==> src/rtl/mem_arbiter.sv <==
// Two-port memory arbiter: instruction and data cache share one memory with a
// single outstanding transaction. Define MEM_ARB_RR_EN for round-robin tie-break.
package PARAMS_pkg;
  localparam int ADDR_SIZE = 32;
  localparam int WD_SIZE   = 32;
endpackage

module mem_arbiter
  import PARAMS_pkg::*;
#(
  parameter int MEM_LATENCY = 5
) (
  input  logic                 clk,
  input  logic                 reset_n,
  input  logic                 ic_req_valid,
  input  logic [ADDR_SIZE-1:0] ic_req_addr,
  output logic                 ic_req_ready,
  input  logic                 dc_req_valid,
  input  logic [ADDR_SIZE-1:0] dc_req_addr,
  input  logic                 dc_req_rd_wr,
  input  logic [WD_SIZE-1:0]   dc_req_wr_data,
  output logic                 dc_req_ready,
  output logic                 ic_resp_valid,
  output logic                 dc_resp_valid,
  output logic [WD_SIZE-1:0]   resp_data,
  output logic [ADDR_SIZE-1:0] mem_addr,
  output logic                 mem_rd_wr,
  output logic                 mem_op_en,
  output logic [WD_SIZE-1:0]   mem_wr_data,
  input  logic [WD_SIZE-1:0]   mem_rd_data
);

  typedef enum logic [1:0] {IDLE, BUSY, RESP} state_e;
  typedef enum logic {OWN_IC = 1'b0, OWN_DC = 1'b1} owner_e;

  localparam logic [3:0] CNT_LOAD = 4'(MEM_LATENCY - 1);

  state_e                 state_q, state_d;
  logic   [3:0]           cnt_q, cnt_d;
  owner_e                 owner_q, owner_d;
  logic   [ADDR_SIZE-1:0] addr_q, addr_d;
  logic                   rd_wr_q, rd_wr_d;
  logic   [WD_SIZE-1:0]   wdata_q, wdata_d;
  logic   [WD_SIZE-1:0]   rdata_q, rdata_d;

  logic grant_dc;
  logic in_idle;
  logic busy;
  logic op_cycle;
  logic ic_acc;
  logic dc_acc;

`ifdef MEM_ARB_RR_EN
  owner_e last_q;

  // On a tie the requester that was not granted last time wins.
  always_comb begin
    if (ic_req_valid && dc_req_valid) grant_dc = (last_q == OWN_IC);
    else                              grant_dc = dc_req_valid;
  end

  always_ff @(posedge clk or negedge reset_n) begin
    if (!reset_n)    last_q <= OWN_IC;
    else if (dc_acc) last_q <= OWN_DC;
    else if (ic_acc) last_q <= OWN_IC;
  end
`else
  assign grant_dc = dc_req_valid;
`endif

  // Readies are forced low while reset is held so every output is quiet in reset.
  assign in_idle      = (state_q == IDLE) && reset_n;
  assign ic_req_ready = in_idle && !grant_dc;
  assign dc_req_ready = in_idle &&  grant_dc;
  assign ic_acc       = ic_req_ready && ic_req_valid;
  assign dc_acc       = dc_req_ready && dc_req_valid;

  // NOTE: every variable gets its hold value first, so no path leaves one unassigned and no latch is inferred.
  always_comb begin
    state_d = state_q;
    cnt_d   = cnt_q;
    owner_d = owner_q;
    addr_d  = addr_q;
    rd_wr_d = rd_wr_q;
    wdata_d = wdata_q;
    rdata_d = rdata_q;
    unique case (state_q)
      IDLE: begin
        if (dc_acc) begin
          addr_d  = dc_req_addr;
          rd_wr_d = dc_req_rd_wr;
          wdata_d = dc_req_wr_data;
          owner_d = OWN_DC;
          cnt_d   = CNT_LOAD;
          state_d = BUSY;
        end else if (ic_acc) begin
          addr_d  = ic_req_addr;
          rd_wr_d = 1'b0;
          wdata_d = '0;
          owner_d = OWN_IC;
          cnt_d   = CNT_LOAD;
          state_d = BUSY;
        end
      end
      BUSY: begin
        if (cnt_q == '0) begin
          if (!rd_wr_q) rdata_d = mem_rd_data;
          state_d = RESP;
        end else begin
          cnt_d = cnt_q - 4'd1;
        end
      end
      RESP:    state_d = IDLE;
      default: state_d = IDLE;
    endcase
  end

  // NOTE: sequential state uses non-blocking assignments so all registers update together at the edge.
  // NOTE: the latched request and read data are reset too, because their values are visible on outputs.
  always_ff @(posedge clk or negedge reset_n) begin
    if (!reset_n) begin
      state_q <= IDLE;
      cnt_q   <= '0;
      owner_q <= OWN_DC;
      addr_q  <= '0;
      rd_wr_q <= 1'b0;
      wdata_q <= '0;
      rdata_q <= '0;
    end else begin
      state_q <= state_d;
      cnt_q   <= cnt_d;
      owner_q <= owner_d;
      addr_q  <= addr_d;
      rd_wr_q <= rd_wr_d;
      wdata_q <= wdata_d;
      rdata_q <= rdata_d;
    end
  end

  assign busy     = (state_q == BUSY);
  assign op_cycle = busy && (cnt_q == '0);

  // Write strobe qualified by op_en so memory can never see a stray write.
  assign mem_op_en   = op_cycle;
  assign mem_rd_wr   = op_cycle && rd_wr_q;
  assign mem_addr    = busy ? addr_q  : '0;
  assign mem_wr_data = busy ? wdata_q : '0;

  assign resp_data     = rdata_q;
  assign ic_resp_valid = (state_q == RESP) && (owner_q == OWN_IC);
  assign dc_resp_valid = (state_q == RESP) && (owner_q == OWN_DC);

endmodule

==> config.mk <==
export PLATFORM = sky130hd
export DESIGN_NAME = mem_arbiter
export DESIGN_NICKNAME = d
export VERILOG_FILES = /design/src/rtl/mem_arbiter.sv
export SDC_FILE = /design/constraint.sdc
export NUM_CORES = 1
export LEC_CHECK = 0
export ABC_CLOCK_PERIOD_IN_PS = 1900
export CORE_MARGIN = 2
export CORE_UTILIZATION = 36
export DETAILED_ROUTE_END_ITERATION = 10
export PLACE_DENSITY = 0.77
export SLEW_MARGIN = 20
export SYNTH_ARGS = -nofsm -noshare
export SYNTH_HDL_FRONTEND = slang
export SYNTH_SLANG_ARGS = --single-unit
==> constraint.sdc <==
create_clock -name clk -period 1.9 [get_ports clk]
set_clock_uncertainty 0.05 [all_clocks]
set_input_delay 0.19 -clock clk [delete_from_list [all_inputs] [get_ports clk]]
set_output_delay 0.19 -clock clk [all_outputs]
set_load 0.02 [all_outputs]
==> run_summary.xml <==
<?xml version="1.0" encoding="UTF-8"?>
<metrics>
  <group name="synth">
    <metric name="post_syn_nets" unit="">532</metric>
    <metric name="synth_sequential_area_ratio" unit="%">57.1</metric>
    <metric name="yosysUniqueCellTypes" unit="">33</metric>
    <metric name="synth_flop_cell" unit="">sky130_fd_sc_hd__dfrtp_1</metric>
    <metric name="synth.yosys.warnings" unit="">0</metric>
    <metric name="syn_area_per_cell" unit="µm²">11.5</metric>
    <metric name="synth.top_cells.by_area" unit="">sky130_fd_sc_hd__dfrtp_1 (57%), sky130_fd_sc_hd__and2_1 (8.9%), sky130_fd_sc_hd__mux2_2 (7.7%)</metric>
    <metric name="synth.most_common_cell" unit="">sky130_fd_sc_hd__dfrtp_1</metric>
    <metric name="synth_largest_area_cell" unit="">sky130_fd_sc_hd__dfrtp_1</metric>
    <metric name="most_common_library_cells_after_synthesis" unit="">sky130_fd_sc_hd__dfrtp_1 (103), sky130_fd_sc_hd__and2_1 (65), sky130_fd_sc_hd__o21ai_0 (59), sky130_fd_sc_hd__a22o_1 (33), sky130_fd_sc_hd__o22ai_1 (33)</metric>
    <metric name="synth_edf_count" unit="">0</metric>
    <metric name="synth_cells" unit="">398</metric>
    <metric name="synth.cell_area" unit="mm²">0.00456</metric>
    <metric name="synth_seq_cells" unit="">104</metric>
    <metric name="postSynth.asyncResetShare" unit="%">100</metric>
    <metric name="synth_top_area_share" unit="%">56.5</metric>
  </group>
  <group name="grt">
    <metric name="grt_start_max_net_pins" unit="">77</metric>
    <metric name="grt_first_pass_wirelength" unit="µm">20400</metric>
    <metric name="gr-total-overflow" unit="">0</metric>
    <metric name="grt_use_total" unit="%">19.4</metric>
    <metric name="vias_in_the_first_global_route" unit="">4157</metric>
    <metric name="grt_antenna_before_repair" unit="">0</metric>
  </group>
  <group name="clock_tree">
    <metric name="cts-htree-levels" unit="">3</metric>
    <metric name="cts_max_path_buffers" unit="">2</metric>
    <metric name="cts_tree" unit="">done</metric>
    <metric name="tritoncts_buffers" unit="">9</metric>
    <metric name="cts-root-buf" unit="">sky130_fd_sc_hd__clkbuf_16</metric>
    <metric name="clock_latency" unit="ps">330</metric>
    <metric name="clkSlewWorstSetupHoldPaths" unit="ps">70</metric>
    <metric name="clock-sinks" unit="">104</metric>
  </group>
  <group name="sta">
    <metric name="fmax" unit="MHz">469</metric>
    <metric name="report.final.slew_viol_count" unit="">0</metric>
    <metric name="timing.final.setup_violations" unit="">34</metric>
    <metric name="timing.final.ws_setup" unit="ps">-232</metric>
    <metric name="unrepaired_setup_endpoints_after_global_routing" unit="">true</metric>
    <metric name="timing_hold_violations_final" unit="">0</metric>
    <metric name="final.period_utilization" unit="%">112</metric>
    <metric name="worst_slew_pin_slew" unit="ps">683</metric>
    <metric name="slew-limit-headroom" unit="%">54.5</metric>
    <metric name="finalCriticalPeriod" unit="ps">2130</metric>
  </group>
  <group name="pwr">
    <metric name="ir_worst_vdd" unit="µV">646</metric>
    <metric name="leakagePower" unit="nW">3.49</metric>
    <metric name="cellPowerDensity" unit="mW/mm²">1590</metric>
  </group>
  <group name="cells_and_area">
    <metric name="nets" unit="">781</metric>
    <metric name="layout-drive-gt1-share" unit="%">23.0</metric>
    <metric name="antennaDiodeCount" unit="">0</metric>
    <metric name="finish.cell_count_without_fillers" unit="">824</metric>
    <metric name="final_design_area_no_fill" unit="mm²">0.00765</metric>
    <metric name="fin_util" unit="%">61.1</metric>
    <metric name="flow.area_growth_from_synthesis" unit="%">67.7</metric>
    <metric name="nFillCells" unit="">1072</metric>
  </group>
  <group name="worst_setup_path">
    <metric name="worst_path_cell_chain" unit="">inv_2 &gt; ha_4 &gt; or3b_4 &gt; buf_6 &gt; nor3_4 &gt; buf_12 &gt; clkbuf_16 &gt; mux2_2</metric>
    <metric name="timing.reg2reg.setup_slack" unit="ps">-230</metric>
    <metric name="timing.critical_path.depth" unit="">8</metric>
    <metric name="critical-path-top-delay-family" unit="">simple AND/OR/NAND/NOR gates</metric>
    <metric name="startpoint" unit="">cnt_q[1]$_DFFE_PN0P_</metric>
    <metric name="worstPathArrival" unit="ps">2310</metric>
    <metric name="crit_end" unit="">resp_data[24]$_DFFE_PN0P_</metric>
    <metric name="capture_point_of_the_worst_reg_to_reg_path" unit="">resp_data[24]$_DFFE_PN0P_</metric>
    <metric name="ff2ff_path_depth" unit="">8</metric>
    <metric name="wp_buf_inv" unit="">4</metric>
    <metric name="worstPathRequired" unit="ps">2070</metric>
    <metric name="worst_setup_path_end_kind" unit="">register</metric>
    <metric name="criticalPathCategory" unit="">reg2reg</metric>
    <metric name="worstPathMaxFanout" unit="">8</metric>
    <metric name="slowest_delay" unit="ps">400</metric>
    <metric name="cpMaxStageDelayCell" unit="">sky130_fd_sc_hd__or3b_4</metric>
    <metric name="regToRegStartpoint" unit="">cnt_q[1]$_DFFE_PN0P_</metric>
    <metric name="start_kind" unit="">register</metric>
  </group>
  <group name="outcome">
    <metric name="violations" unit="">negative setup slack</metric>
    <metric name="outcome" unit="">finished, violations left</metric>
  </group>
  <group name="hold_path">
    <metric name="hp-class" unit="">in2async</metric>
  </group>
  <group name="die">
    <metric name="die-height" unit="µm">117</metric>
    <metric name="fp-row-count" unit="">41</metric>
    <metric name="io_pins" unit="">235</metric>
    <metric name="initial_core_util" unit="%">36.4</metric>
    <metric name="fp.dieW" unit="µm">117</metric>
    <metric name="core-area" unit="mm²">0.0125</metric>
    <metric name="die_footprint" unit="mm²">0.0136</metric>
  </group>
  <group name="placed_design">
    <metric name="portBuffers" unit="">234</metric>
    <metric name="place_hpwl" unit="µm">9700</metric>
    <metric name="place_ws" unit="ps">-237</metric>
    <metric name="placed_cells" unit="">792</metric>
    <metric name="postPlaceCellArea" unit="mm²">0.00724</metric>
    <metric name="routabilityCongestion" unit="">0.763</metric>
  </group>
  <group name="flow_run">
    <metric name="drv.max_cap_violation_count" unit="">0</metric>
  </group>
  <group name="route">
    <metric name="postRouteAntennaNets" unit="">0</metric>
    <metric name="wirelength" unit="µm">14100</metric>
    <metric name="wl_per_cell" unit="µm">17.1</metric>
    <metric name="dr.first_iter.drc_count" unit="">221</metric>
    <metric name="route.vias.total" unit="">4126</metric>
    <metric name="viasPerCell" unit="">5.01</metric>
    <metric name="post-route-drc-count" unit="">0</metric>
    <metric name="first_pass_iters" unit="">4</metric>
  </group>
</metrics>
==> registers in the layout (all words and copies together) (netlist names) <==
| name | cells |
|---|---|
| rd_wr_q | 1 |
| addr_q | 32 |
| cnt_q | 4 |
| state_q | 2 |
| wdata_q | 32 |
| resp_data | 32 |
| owner_q | 1 |
==> kinds of logic after synthesis <==
group,synth area share (%)
compound gates,18.8
flops,57.1
simple gates,11.8
buf+inv,4.11
mux,7.90
fa+ha+maj,0.274
==> where the power goes <==
part           internal (mW)  switching [mW]  total (mW)
registers               3.27           0.569        3.84
clock network           1.16           0.796        1.95
logic                   3.28            3.11        6.38
==> placed cells by master (no fill, tap or decap), types with 2 or more instances in the layout <==
cell | synthesis | final
sky130_fd_sc_hd__mux2_4 | 0 | 25
sky130_fd_sc_hd__nor2_1 | 5 | 3
sky130_fd_sc_hd__clkdlybuf4s50_1 | 0 | 163
sky130_fd_sc_hd__o21ai_1 | 7 | 9
sky130_fd_sc_hd__o21ai_0 | 59 | 57
sky130_fd_sc_hd__and2_4 | 0 | 4
sky130_fd_sc_hd__dfrtp_1 | 103 | 102
sky130_fd_sc_hd__o22ai_1 | 33 | 33
sky130_fd_sc_hd__buf_2 | 3 | 32
sky130_fd_sc_hd__buf_12 | 0 | 6
sky130_fd_sc_hd__buf_6 | 3 | 11
sky130_fd_sc_hd__a22o_1 | 33 | 33
sky130_fd_sc_hd__dlygate4sd2_1 | 0 | 23
sky130_fd_sc_hd__inv_1 | 4 | 2
sky130_fd_sc_hd__bufinv_16 | 0 | 2
sky130_fd_sc_hd__clkbuf_16 | 0 | 12
sky130_fd_sc_hd__inv_2 | 0 | 2
sky130_fd_sc_hd__buf_4 | 3 | 35
sky130_fd_sc_hd__and2_1 | 65 | 61
sky130_fd_sc_hd__nand3_1 | 3 | 3
sky130_fd_sc_hd__clkinvlp_4 | 0 | 3
sky130_fd_sc_hd__mux2_2 | 31 | 7
==> per-stage QoR <==
| step | setup TNS, ps | hold WS [ps] | total power, mW |
|---|---|---|---|
| 2_1_floorplan | -2690 | -156 | 7.09 |
| 3_5_place_dp | -5730 | 184 | 10.1 |
| 5_1_grt | -8280 | 403 | 12.9 |
| 6_report | -6730 | 402 | 12.2 |
| 4_1_cts | -4890 | 399 | 11.9 |
| 3_3_place_gp | -3780 | 179 | 9.89 |
==> what timing repair did <==
| action | CTS | global route |
|---|---|---|
| setup buffers | 9 | 3 |
| hold buffers | 1 | 0 |
| resized for setup | 222 | 43 |
| pin swaps | 2 | 2 |
| endpoints found under the setup margin | 101 | 171 |
| gates cloned | 1 | 4 |
| endpoints found under the hold margin | 27 | 0 |
==> final cells by class <==
| class | count | area (µm²) | area share (%) |
|---|---|---|---|
| inverters | 4 | 15.0 | 0.196 |
| clock buffers | 10 | 229 | 2.99 |
| repair buffers | 274 | 2580 | 33.8 |
| flip-flops and latches | 104 | 2610 | 34.1 |
| well taps | 172 | 215 | 2.81 |
| multi-input cells | 254 | 1910 | 25.0 |
| clock inverters | 6 | 91.3 | 1.19 |
==> worst reg2reg max path, cell delays in order, from the launching register on <==
cell	delay, ps
sky130_fd_sc_hd__dfrtp_1	390
sky130_fd_sc_hd__inv_2	80
sky130_fd_sc_hd__ha_4	140
sky130_fd_sc_hd__or3b_4	400
sky130_fd_sc_hd__buf_6	140
sky130_fd_sc_hd__nor3_4	190
sky130_fd_sc_hd__buf_12	150
sky130_fd_sc_hd__clkbuf_16	160
sky130_fd_sc_hd__mux2_2	330
==> worst min-delay path by stage <==
stage | startpoint | end | slack, ps | cells after the start
6_report | reset_n | cnt_q[0]$_DFFE_PN0P_ | 400 | 3
5_1_grt | mem_rd_data[3] | resp_data[3]$_DFFE_PN0P_ | 400 | 2
4_1_cts | dc_req_wr_data[13] | wdata_q[13]$_DFFE_PN0P_ | 400 | 2
3_5_place_dp | reset_n | state_q[0]$_DFFE_PN0P_ | 180 | 2
3_3_place_gp | reset_n | state_q[1]$_DFFE_PN0P_ | 180 | 2
2_1_floorplan | reset_n | addr_q[0]$_DFFE_PN0P_ | -160 | 0
==> layer usage <==
metal / vias up / track usage (%) / part of all wire [%]
li1: 1930 / - / -
met4: 0 / 6.98 / 2.0
met2: 174 / 34.8 / 50
met5: - / 0 / 0
met1: 2000 / 23.2 / 41
met3: 22 / 3.84 / 7.0
(Power assumes the default switching activity.)
